==> src/rtl/bcd_keypad_ctrl.sv <==
// bcd_keypad_ctrl: debounced 10-key decimal keypad scanner with valid/ready digit port and BCD shift buffer.
// Optional KEYPAD_MULTI_REJECT_EN drops multi-key presses and pulses reject instead of emitting.
module bcd_keypad_ctrl #(
    parameter int DEBOUNCE_CYCLES = 4,
    parameter int NDIGITS = 4
) (
    input  logic                           clk,
    input  logic                           rst,
    input  logic                           enable,
    input  logic [9:0]                     keys,
    input  logic                           clear,
    output logic [3:0]                     digit,
    output logic                           digit_valid,
    input  logic                           digit_ready,
    output logic                           multi_key,
    output logic [4*NDIGITS-1:0]           digits,
    output logic [$clog2(NDIGITS+1)-1:0]   count,
    output logic                           full,
    output logic                           overflow
`ifdef KEYPAD_MULTI_REJECT_EN
    ,
    output logic                           reject
`endif
);
    localparam int CNTW = $clog2(DEBOUNCE_CYCLES + 1);
    localparam int CW = $clog2(NDIGITS + 1);
    localparam logic [CNTW-1:0] DC = CNTW'(DEBOUNCE_CYCLES);
    localparam logic [CW-1:0] NMAX = CW'(NDIGITS);

    typedef enum logic [1:0] {IDLE, DEBOUNCE, EMIT, RELEASE} state_t;

    state_t state, state_n;
    logic [CNTW-1:0] cnt, cnt_n, cnt_inc;
    logic [9:0] snap, snap_n, src;
    logic [3:0] enc, digit_n;
    logic dv_n, mk_n, multi, go, hs, rej_n;
    logic [4*NDIGITS+3:0] sh;

    assign hs = digit_valid & digit_ready;
    assign full = count == NMAX;
    assign cnt_inc = cnt + 1'b1;
    assign sh = {digits, digit};

    always_comb begin
        state_n = state;
        cnt_n = cnt;
        snap_n = snap;
        dv_n = digit_valid;
        digit_n = digit;
        mk_n = multi_key;
        rej_n = 1'b0;
        go = 1'b0;
        // DEBOUNCE_CYCLES==1 decides straight from IDLE, before snap is loaded
        src = state == IDLE ? keys : snap;
        multi = |(src & (src - 10'd1));
        enc = 4'd0;
        for (int i = 9; i >= 0; i--)
            if (src[i]) enc = 4'(i);
        case (state)
            IDLE:
                if (enable && keys != 10'd0) begin
                    snap_n = keys;
                    cnt_n = CNTW'(1);
                    if (DEBOUNCE_CYCLES == 1) go = 1'b1;
                    else state_n = DEBOUNCE;
                end
            DEBOUNCE:
                if (keys == snap) begin
                    cnt_n = cnt_inc;
                    go = cnt_inc == DC;
                end else begin
                    state_n = IDLE;
                    cnt_n = '0;
                end
            EMIT:
                if (hs) begin
                    dv_n = 1'b0;
                    cnt_n = '0;
                    state_n = RELEASE;
                end
            default:
                if (keys == 10'd0) begin
                    cnt_n = cnt_inc;
                    if (cnt_inc == DC) begin
                        state_n = IDLE;
                        cnt_n = '0;
                    end
                end else cnt_n = '0;
        endcase
        if (go) begin
`ifdef KEYPAD_MULTI_REJECT_EN
            if (multi) begin
                state_n = RELEASE;
                cnt_n = '0;
                rej_n = 1'b1;
            end else
`endif
            begin
                state_n = EMIT;
                dv_n = 1'b1;
                digit_n = enc;
                mk_n = multi;
            end
        end
    end

    always_ff @(posedge clk) begin
        if (rst) begin
            state <= IDLE;
            cnt <= '0;
            snap <= '0;
            digit <= '0;
            digit_valid <= 1'b0;
            multi_key <= 1'b0;
        end else begin
            state <= state_n;
            cnt <= cnt_n;
            snap <= snap_n;
            digit <= digit_n;
            digit_valid <= dv_n;
            multi_key <= mk_n;
        end
    end

`ifdef KEYPAD_MULTI_REJECT_EN
    always_ff @(posedge clk) begin
        if (rst) reject <= 1'b0;
        else reject <= rej_n;
    end
`endif

    // clear beats a same-cycle handshake: the digit is consumed but not stored
    always_ff @(posedge clk) begin
        if (rst || clear) begin
            digits <= '0;
            count <= '0;
            overflow <= 1'b0;
        end else if (hs) begin
            digits <= sh[4*NDIGITS-1:0];
            if (count < NMAX) count <= count + 1'b1;
            else overflow <= 1'b1;
        end
    end
endmodule

==> config.mk <==
export PLATFORM = sky130hd
export DESIGN_NAME = bcd_keypad_ctrl
export DESIGN_NICKNAME = d
export VERILOG_FILES = /design/src/rtl/bcd_keypad_ctrl.sv
export SDC_FILE = /design/constraint.sdc
export NUM_CORES = 1
export LEC_CHECK = 0
export BUFFER_PORTS_ARGS = -buffer_cell sky130_fd_sc_hd__buf_2
export CORE_MARGIN = 4
export CORE_UTILIZATION = 60
export CTS_BUF_LIST = sky130_fd_sc_hd__clkbuf_8
export CTS_CLUSTER_SIZE = 8
export DETAILED_ROUTE_END_ITERATION = 16
export PLACE_DENSITY = 0.95
export SKIP_LAST_GASP = 1
export SYNTH_ARGS = -nofsm -noshare
export SYNTH_HDL_FRONTEND = slang
export SYNTH_SLANG_ARGS = --single-unit
==> constraint.sdc <==
create_clock -name clk -period 6.3 [get_ports clk]
set_clock_uncertainty 0.2 [all_clocks]
set_input_delay 0.315 -clock clk [delete_from_list [all_inputs] [get_ports clk]]
set_output_delay 0.315 -clock clk [all_outputs]
set_load 0.005 [all_outputs]
# ---- Word-level counts from Yosys, hierarchy flattened
# Index checks and enable logic that the tools add are counted.
# W data, S select, Z words.
dict set report classes {
  addsub 3
  mul 0
  n_div 0
  n_lt_le_gt_ge 1
  eq_ne 11
  n_shift 0
  n_mux 29
  bitwise 3
  reduce_logical 20
}
# operator n
set op_table {}
lappend op_table {{$mux W4} 10}
lappend op_table {{$mux W3} 5}
lappend op_table {{$mux W2} 6}
lappend op_table {{$and A10 B10 Y10} 1}
lappend op_table {{$eq A10 B10 Y1} 1}
lappend op_table {{$logic_not A10 Y1} 1}
lappend op_table {{$mux W10} 1}
lappend op_table {{$reduce_and A2 Y1} 5}
lappend op_table {{$reduce_and A5 Y1} 2}
lappend op_table {{$reduce_bool A10 Y1} 1}
lappend op_table {{$reduce_bool A5 Y1} 2}
lappend op_table {{$reduce_or A10 Y1} 1}
lappend op_table {{$sub A10 B1 Y10 const B} 1}
lappend op_table {{$pmux W3 S3} 1}
lappend op_table {{$reduce_bool A4 Y1} 2}
lappend op_table {{$add A3 B1 Y3 const B} 2}
lappend op_table {{$eq A3 B3 Y1 const B} 2}
lappend op_table {{$ne A3 B3 Y1 const B} 2}
lappend op_table {{$pmux W2 S3} 1}
lappend op_table {{$mux W1} 5}
lappend op_table {{$ne A2 B2 Y1 const B} 2}
lappend op_table {{$reduce_bool A2 Y1} 2}
lappend op_table {{$lt A3 B3 Y1 const B} 1}
lappend op_table {{$ne A3 B2 Y1 const B} 1}
lappend op_table {{9 further kinds} 9}
dict set report word_totals {
  ff_bits 41
  latchBits 0
  ram_bits 0
  romBits 0
  input_bits 15
  elab_cells 77
  n_memories 0
}

# ---- Longest topological paths before layout
# Gate-level depths: netlist of run 1.
dict set report logic_depth {
  word_depth 12
  depth_mapped 10
}

# ---- Worst setup path before layout of run 1
# No wires, ideal clock.
dict set report synth_timing {
  path_type {register to register}
  from {reg state[0]}
  to {reg multi_key}
  setup_time_ns 0.095
  t_arrival_ns 1.754
  required_ns 6.005
  setup_slack_ns 4.251
  stages_incl_launch_ff 10
  synth_period_minus_slack_ns 2.049
  cell_sequence {dfxtp_1 inv_1 ha_1 buf_4 buf_2 o21ai_0 o21ai_0 a221oi_1 nor4_1 a221oi_1}
}
dict set report synth_via {
  elab_chain_cells 5
  elab_cells_between_ends 7
}
# item line
set synth_rtl {}
lappend synth_rtl {{from (decl)} 32} ;# state_t state, state_n;
lappend synth_rtl {{from (signal assigned)} 116} ;# state <= state_n;
lappend synth_rtl {{$logic_not A2 Y1} 54} ;# src = state == IDLE ? keys : snap;
lappend synth_rtl {{$mux W10} 54}
lappend synth_rtl {{$sub A10 B1 Y10} 55} ;# multi = |(src & (src - 10'd1));
lappend synth_rtl {{$and A10 B10 Y10} 55}
lappend synth_rtl {{$reduce_or A10 Y1} 55}
lappend synth_rtl {{to (signal assigned)} 121} ;# multi_key <= mk_n;
lappend synth_rtl {{to (decl)} 15} ;# output logic multi_key,
# Parallel ways exist; a longest one is shown, timed or not.
# A chain may end at the register's enable or synchronous reset.

# ---- Final worst setup path of run 1
dict set report layout_timing {
  from {reg state[1]}
  to {reg multi_key}
}
# The elaborated chain is that of the path after synthesis.

==> flow_metrics.py, run 1 <==
metrics = {
    "routing": {
        "routed_via_density": 6.05,
        "firstDrtPassIters": 7,
        "via_count": 2201,
        "post_drt_wl_per_cell_um": 14.9,
        "drt_iter0_drc": 147,
        "drt-total-wl_mm": 5.43,
        "ant_nets": 0,
        "drc": 0,
    },
    "die": {
        "core_um2": 3440,
        "fp.dieH_um": 68.8,
        "die_x_um": 68.8,
        "std_cell_rows": 21,
        "die-area_um2": 4730,
        "ios": 42,
        "start_util_pct": 64.3,
    },
    "worst_setup_path": {
        "crit_required_ps": 6270,
        "worstSetupPathType": "flop to flop",
        "r2r_end": "multi_key$_SDFFE_PP0P_",
        "end_kind": "flop",
        "reg2reg_depth": 9,
        "startpoint_type": "flop",
        "r2r-start": "state[1]$_SDFFE_PP0P_",
        "path_max_fanout": 36,
        "ff2ff_setup_slack_ps": 3650,
        "cp.arrival_ps": 2620,
    },
    "worst_hold_path": {
        "min_path_cells": 3,
        "min_to": "snap[7]$_SDFFE_PP0P_",
        "holdCritPathClass": "primary input to flop",
        "hold_path.startpoint": "keys[7]",
    },
    "place": {
        "numPortBuffers": 41,
        "gp_congestion": 0.908,
        "placed_cell_area_um2": 2410,
        "dp_hpwl_mm": 3.64,
    },
    "yosys": {
        "synth_nets": 305,
        "synthTopCellsByArea": "dfxtp_1 (37%), a21oi_1 (7.9%), nand2_1 (7.8%)",
        "synth.distinct_cells": 44,
        "syn_area_um2": 2210,
        "ys_async_sr_fraction_pct": 0,
        "synth_most_common_cell": "nand2_1",
        "syn_inst": 282,
        "synth_largest_area_cell": "dfxtp_1",
        "yosys_register_bits": 41,
        "synth_edf_count": 0,
        "synth_top_area_share_pct": 37.1,
        "syn_avg_cell_area_um2": 7.85,
        "ys_seq_area_share_pct": 37.1,
        "synth_commonest_cells": "nand2_1 (46), dfxtp_1 (41), a21oi_1 (35)",
        "ys.flop_type": "dfxtp_1",
        "ys.warnings.count": 0,
    },
    "cts": {
        "cts_tree": "done",
        "post_cts_buffers": 0,
        "cts.sinks": 41,
        "clkTransAtPathRegs_ps": 80,
        "htreeDepth": 2,
        "clkLatencyLatePin_ps": 300,
        "cts.path.max_buffers": 2,
        "cts_inserted_buffers": 5,
        "clock_tree.root_cell": "clkbuf_8",
        "cts_resized": 0,
        "ctsHoldBuffers": 0,
    },
    "power_and_ir_drop": {
        "leakage_nw": 1.07,
        "power.density_nw_per_um2": 330,
        "worst_ir_drop_vdd_mv": 0.257,
        "p_total_w": 0.000839,
    },
    "job": {
        "drv_cap": 0,
    },
    "cells_and_area": {
        "antenna_cells": 0,
        "fillers": 242,
        "final_cell_area_um2": 2550,
        "drive_gt1_share_pct": 18.2,
        "areaGrowthSynthToFinish_pct": 15.0,
        "nNetsFinal": 340,
    },
    "global_routing": {
        "antenna_found_initial": 0,
        "grt_max_degree": 37,
        "grt.overflow.total": 0,
        "grt_pass1_wl_mm": 8.63,
        "grt_pass1_vias": 1977,
        "track_usage_pct": 24.2,
    },
    "outcome": {
        "status": "complete, no violations",
    },
    "timing": {
        "relSlewSlack_pct": 58.8,
        "fin_crit_sh_pct": 42.1,
        "grt_setup_unrepaired": "no",
        "hold_viol_final": 0,
        "fmax_ghz": 0.377,
        "final.min_clock_period_ps": 2650,
        "setup_tns_ps": 0,
        "slew_violations": 0,
        "setup_viol": 0,
        "worstMarginPinSlew_ps": 619,
    },
}
layout make-up:
class | instances | area [um^2] | area share (%)
Multi-Input combinational cell | 218 | 1280 | 50.4
Sequential cell | 41 | 821 | 32.2
Timing Repair Buffer | 42 | 213 | 8.35
Clock buffer | 5 | 68.8 | 2.70
Clock inverter | 3 | 68.8 | 2.70
Tap cell | 46 | 57.6 | 2.26
Inverter | 9 | 33.8 | 1.33
worst max-delay path: stages (launching register included):
cell and delay (ps):
dfxtp_1 350, inv_1 100, ha_1 140, buf_4 320, nor3b_1 300, o22ai_1 250, a211oi_1 320, o21ai_0 160
nor4_1 250, a221oi_1 120
stage by stage:
| stage | utilization, % | cells | hold WS (ps) | setup slack (ps) |
|---|---|---|---|---|
| final | 74.0 | 364 | 112 | 3650 |
| after global routing | 74.0 | 364 | 124 | 3460 |
| after CTS | 74.0 | 364 | 111 | 3710 |
| after detailed placement | 70.0 | 356 | 250 | 3870 |
| after global placement | 70.0 | 356 | 241 | 3980 |
| after floorplan | - | 282 | 252 | 4250 |
state kept, by name (all words and copies together), names as in the netlist:
register,cells
digit_valid,1
snap,10
multi_key,1
digits,16
cnt,3
overflow,1
state,2
digit,4
count,3
report_power, final:
group | internal, W | total, W | switching (W)
combinational | 0.000105 | 0.000277 | 0.000172
clock | 0.000160 | 0.000258 | 0.0000988
sequential | 0.000278 | 0.000304 | 0.0000262
worst max path at each step:
stage | start | endpoint | slack [ps]
floorplan | state[0]$_SDFFE_PP0P_ | multi_key$_SDFFE_PP0P_ | 4250
global placement | state[1]$_SDFFE_PP0P_ | multi_key$_SDFFE_PP0P_ | 3980
detailed placement | state[1]$_SDFFE_PP0P_ | multi_key$_SDFFE_PP0P_ | 3870
CTS | state[1]$_SDFFE_PP0P_ | multi_key$_SDFFE_PP0P_ | 3710
global route | state[1]$_SDFFE_PP0P_ | multi_key$_SDFFE_PP0P_ | 3460
finish | state[1]$_SDFFE_PP0P_ | multi_key$_SDFFE_PP0P_ | 3650
logic make-up after synthesis:
group | count (synthesis) | synth area share [%]
and+or+nand+nor | 122 | 26.3
AOI/OAI and AO/OA | 65 | 17.3
DFF | 41 | 37.1
buffers and inverters | 23 | 4.97
xor gates and xnor gates | 11 | 4.35
muxes | 11 | 5.03
adders and majority gates | 9 | 4.97
layer usage:
metal | part of all wire, % | track usage [%]
met3 | 7.6 | 6.48
met2 | 48 | 40.0
met5 | 0 | 0
met4 | 3.9 | 13.1
met1 | 40 | 28.3
cell usage in the layout (no fill, tap or decap), drive strengths merged, types with 9 or more instances in the layout:
| cell | netlist | routed |
|---|---|---|
| nand2 | 47 | 47 |
| o21ai | 11 | 11 |
| a21oi | 35 | 35 |
| nor3 | 10 | 10 |
| xnor2 | 11 | 11 |
| dfxtp | 41 | 41 |
| buf | 6 | 42 |
| mux2i | 10 | 10 |
| nor2 | 27 | 27 |
| inv | 9 | 10 |
| nor2b | 9 | 9 |
No activity file was read; power rests on OpenSTA's default activity.
==> inputs of run 2 (changes only) <==
CORE_UTILIZATION = 57   (was 60)
PLACE_DENSITY = 0.94   (was 0.95)
clock period = 2.75 ns   (was 6.3 ns; I/O delays follow)
==> run 2 against run 1 <==
  * Fmax increased by 11%
  * Total power is 120% higher
  * Critical path depth is the same
  * Register-to-register slack worse by 3300 ps
  * Sequential power up 130%
  * Global-route usage fell by 1.3 points
  * Die area up 4.6%
  * Clock-buffer cell count is 1 higher
  * Hold slack got worse by 110 ps
  * Sequential share of layout area shrank 1.7 points
  * Flip-flop and latch count unchanged
  * Critical endpoint is now digit[0]$_SDFFE_PP0P_
==> flow_metrics.py, run 2 (same netlist as run 1, synthesis figures left out) <==
metrics = {
    "timing": {
        "final.min_clock_period_ps": 2390,
        "fmax_ghz": 0.419,
        "hold_viol_final": 0,
        "grt_setup_unrepaired": "no",
        "slew_violations": 0,
        "fin_crit_sh_pct": 86.8,
        "setup_tns_ps": 0,
        "setup_ws_ps": 363,
        "relSlewSlack_pct": 58.4,
        "setup_viol": 0,
        "worstMarginPinSlew_ps": 624,
    },
    "worst_setup_path": {
        "end_kind": "flop",
        "r2r_end": "digit[0]$_SDFFE_PP0P_",
        "reg2reg_depth": 9,
        "worstSetupPathType": "flop to flop",
        "crit_required_ps": 2790,
        "r2r-start": "state[1]$_SDFFE_PP0P_",
        "ff2ff_setup_slack_ps": 360,
        "path_max_fanout": 13,
        "cp.arrival_ps": 2430,
        "startpoint_type": "flop",
    },
    "die": {
        "std_cell_rows": 22,
        "die-area_um2": 4950,
        "ios": 42,
        "start_util_pct": 59.6,
        "fp.dieH_um": 70.3,
        "core_um2": 3720,
        "die_x_um": 70.3,
    },
    "routing": {
        "routed_via_density": 5.80,
        "drt_iter0_drc": 176,
        "drt-total-wl_mm": 5.59,
        "drc": 0,
        "ant_nets": 0,
        "firstDrtPassIters": 4,
        "via_count": 2216,
        "post_drt_wl_per_cell_um": 14.6,
    },
    "power_and_ir_drop": {
        "worst_ir_drop_vdd_mv": 0.531,
        "p_sw_share_pct": 35.6,
        "clockPowerShare_pct": 27.3,
        "leakage_nw": 1.12,
        "power.density_nw_per_um2": 700,
        "pwr-share-comb_pct": 35.5,
        "internal_power_w": 0.00121,
        "p_seq_share_pct": 37.2,
        "power.switching_w": 0.000670,
    },
    "global_routing": {
        "grt.overflow.total": 0,
        "grt_pass1_wl_mm": 9.37,
        "grt_pass1_vias": 2013,
        "grt_max_degree": 23,
        "track_usage_pct": 22.9,
        "antenna_found_initial": 0,
    },
    "cells_and_area": {
        "drive_gt1_share_pct": 18.3,
        "largest_register_ffs": 16,
        "fillers": 281,
        "layout.cells.non_filler": 382,
        "reg.largest.list": "digits (16), snap (10), digit (4)",
        "seq_area_um2": 821,
        "layout_common_cells": "nand2_1 (46), dfxtp_1 (41), buf_2 (41), a21oi_1 (35), nor2_1 (27)",
        "antenna_cells": 0,
        "nNetsFinal": 356,
        "top_register": "digits",
        "multi_input_area_um2": 1290,
        "layout_commonest_cell": "nand2_1",
        "areaGrowthSynthToFinish_pct": 21.4,
    },
    "place": {
        "pre_cts_slack_ps": 349,
        "dp_hpwl_mm": 3.68,
        "gp_congestion": 0.882,
        "numPortBuffers": 41,
        "placed_cells": 360,
    },
    "worst_hold_path": {
        "min_path_cells": 3,
        "min_to": "snap[1]$_SDFFE_PP0P_",
        "holdCritPathClass": "primary input to flop",
        "hold_path.startpoint": "keys[1]",
    },
    "cts": {
        "cts_inserted_buffers": 5,
        "cts.sinks": 41,
        "post_cts_buffers": 0,
        "clkLatencyLatePin_ps": 290,
        "cts_tree": "done",
        "cts.path.max_buffers": 2,
        "htreeDepth": 2,
        "clkTransAtPathRegs_ps": 80,
        "clock_tree.root_cell": "clkbuf_8",
    },
    "outcome": {
        "status": "complete, no violations",
    },
    "job": {
        "drv_cap": 0,
    },
}
## run 2: worst max-delay path by stage
stage                                     start                     end  slack (ps)  cells past startpoint
after floorplan           state[0]$_SDFFE_PP0P_  multi_key$_SDFFE_PP0P_         700                      9
after global placement    state[0]$_SDFFE_PP0P_  multi_key$_SDFFE_PP0P_         420                      9
after detailed placement  state[0]$_SDFFE_PP0P_  multi_key$_SDFFE_PP0P_         350                      9
after CTS                 state[1]$_SDFFE_PP0P_  multi_key$_SDFFE_PP0P_         320                      8
after global routing      state[1]$_SDFFE_PP0P_  multi_key$_SDFFE_PP0P_          40                      8
final                     state[1]$_SDFFE_PP0P_   digit[0]$_SDFFE_PP0P_         360                      9
## run 2: power by group through the flow
stage / sequential (W) / clock (W) / combinational, W
6_report: 0.000699 / 0.000514 / 0.000668
4_1_cts: 0.000693 / 0.000517 / 0.000642
2_1_floorplan: 0.000692 / 0 / 0.000496
5_1_grt: 0.000705 / 0.000540 / 0.000739
3_3_place_gp: 0.000704 / 0 / 0.000595
3_5_place_dp: 0.000708 / 0 / 0.000611
## run 2: per-stage QoR
stage	power (W)	utilization, %	hold WS, ps	instance area, um^2
final	0.00188	72.4	5.88	2690
after CTS	0.00185	72.3	0.394	2690
after global routing	0.00198	72.4	54.7	2690
after floorplan	0.00119	-	81.4	2210
after global placement	0.00130	65.3	238	2430
after detailed placement	0.00132	65.3	247	2430
## run 2: layer usage
metal | up-vias | GRT usage [%] | part of all wire [%]
met5 | - | 0 | 0
met4 | 0 | 7.02 | 1.5
met3 | 13 | 4.32 | 8.3
met2 | 97 | 38.1 | 49
met1 | 1025 | 29.7 | 41
li1 | 1081 | - | -
## run 2: area by class of cell
cell class | count | area share [%]
inverters | 9 | 1.26
well taps | 48 | 2.23
flip-flops and latches | 41 | 30.5
clock buffers | 6 | 3.07
clock inverters | 2 | 1.40
multi-input cells | 218 | 47.8
repair buffers | 58 | 13.7
## run 2: what timing repair did
| item | in CTS | in global routing |
|---|---|---|
| hold endpoints to repair | 10 | 0 |
| hold buffers | 14 | 0 |
| endpoints found under the setup margin | 0 | 1 |
| gates resized for setup | 0 | 1 |
## run 2: worst max-delay path, cell delays in order, from the launching register on
cell     delay, ps
dfxtp_1        350
inv_1          120
ha_2           320
buf_4          220
nor2b_1        140
o21ai_0        170
a31oi_1        330
nor3_1         100
o31ai_1        260
o21a_1         140
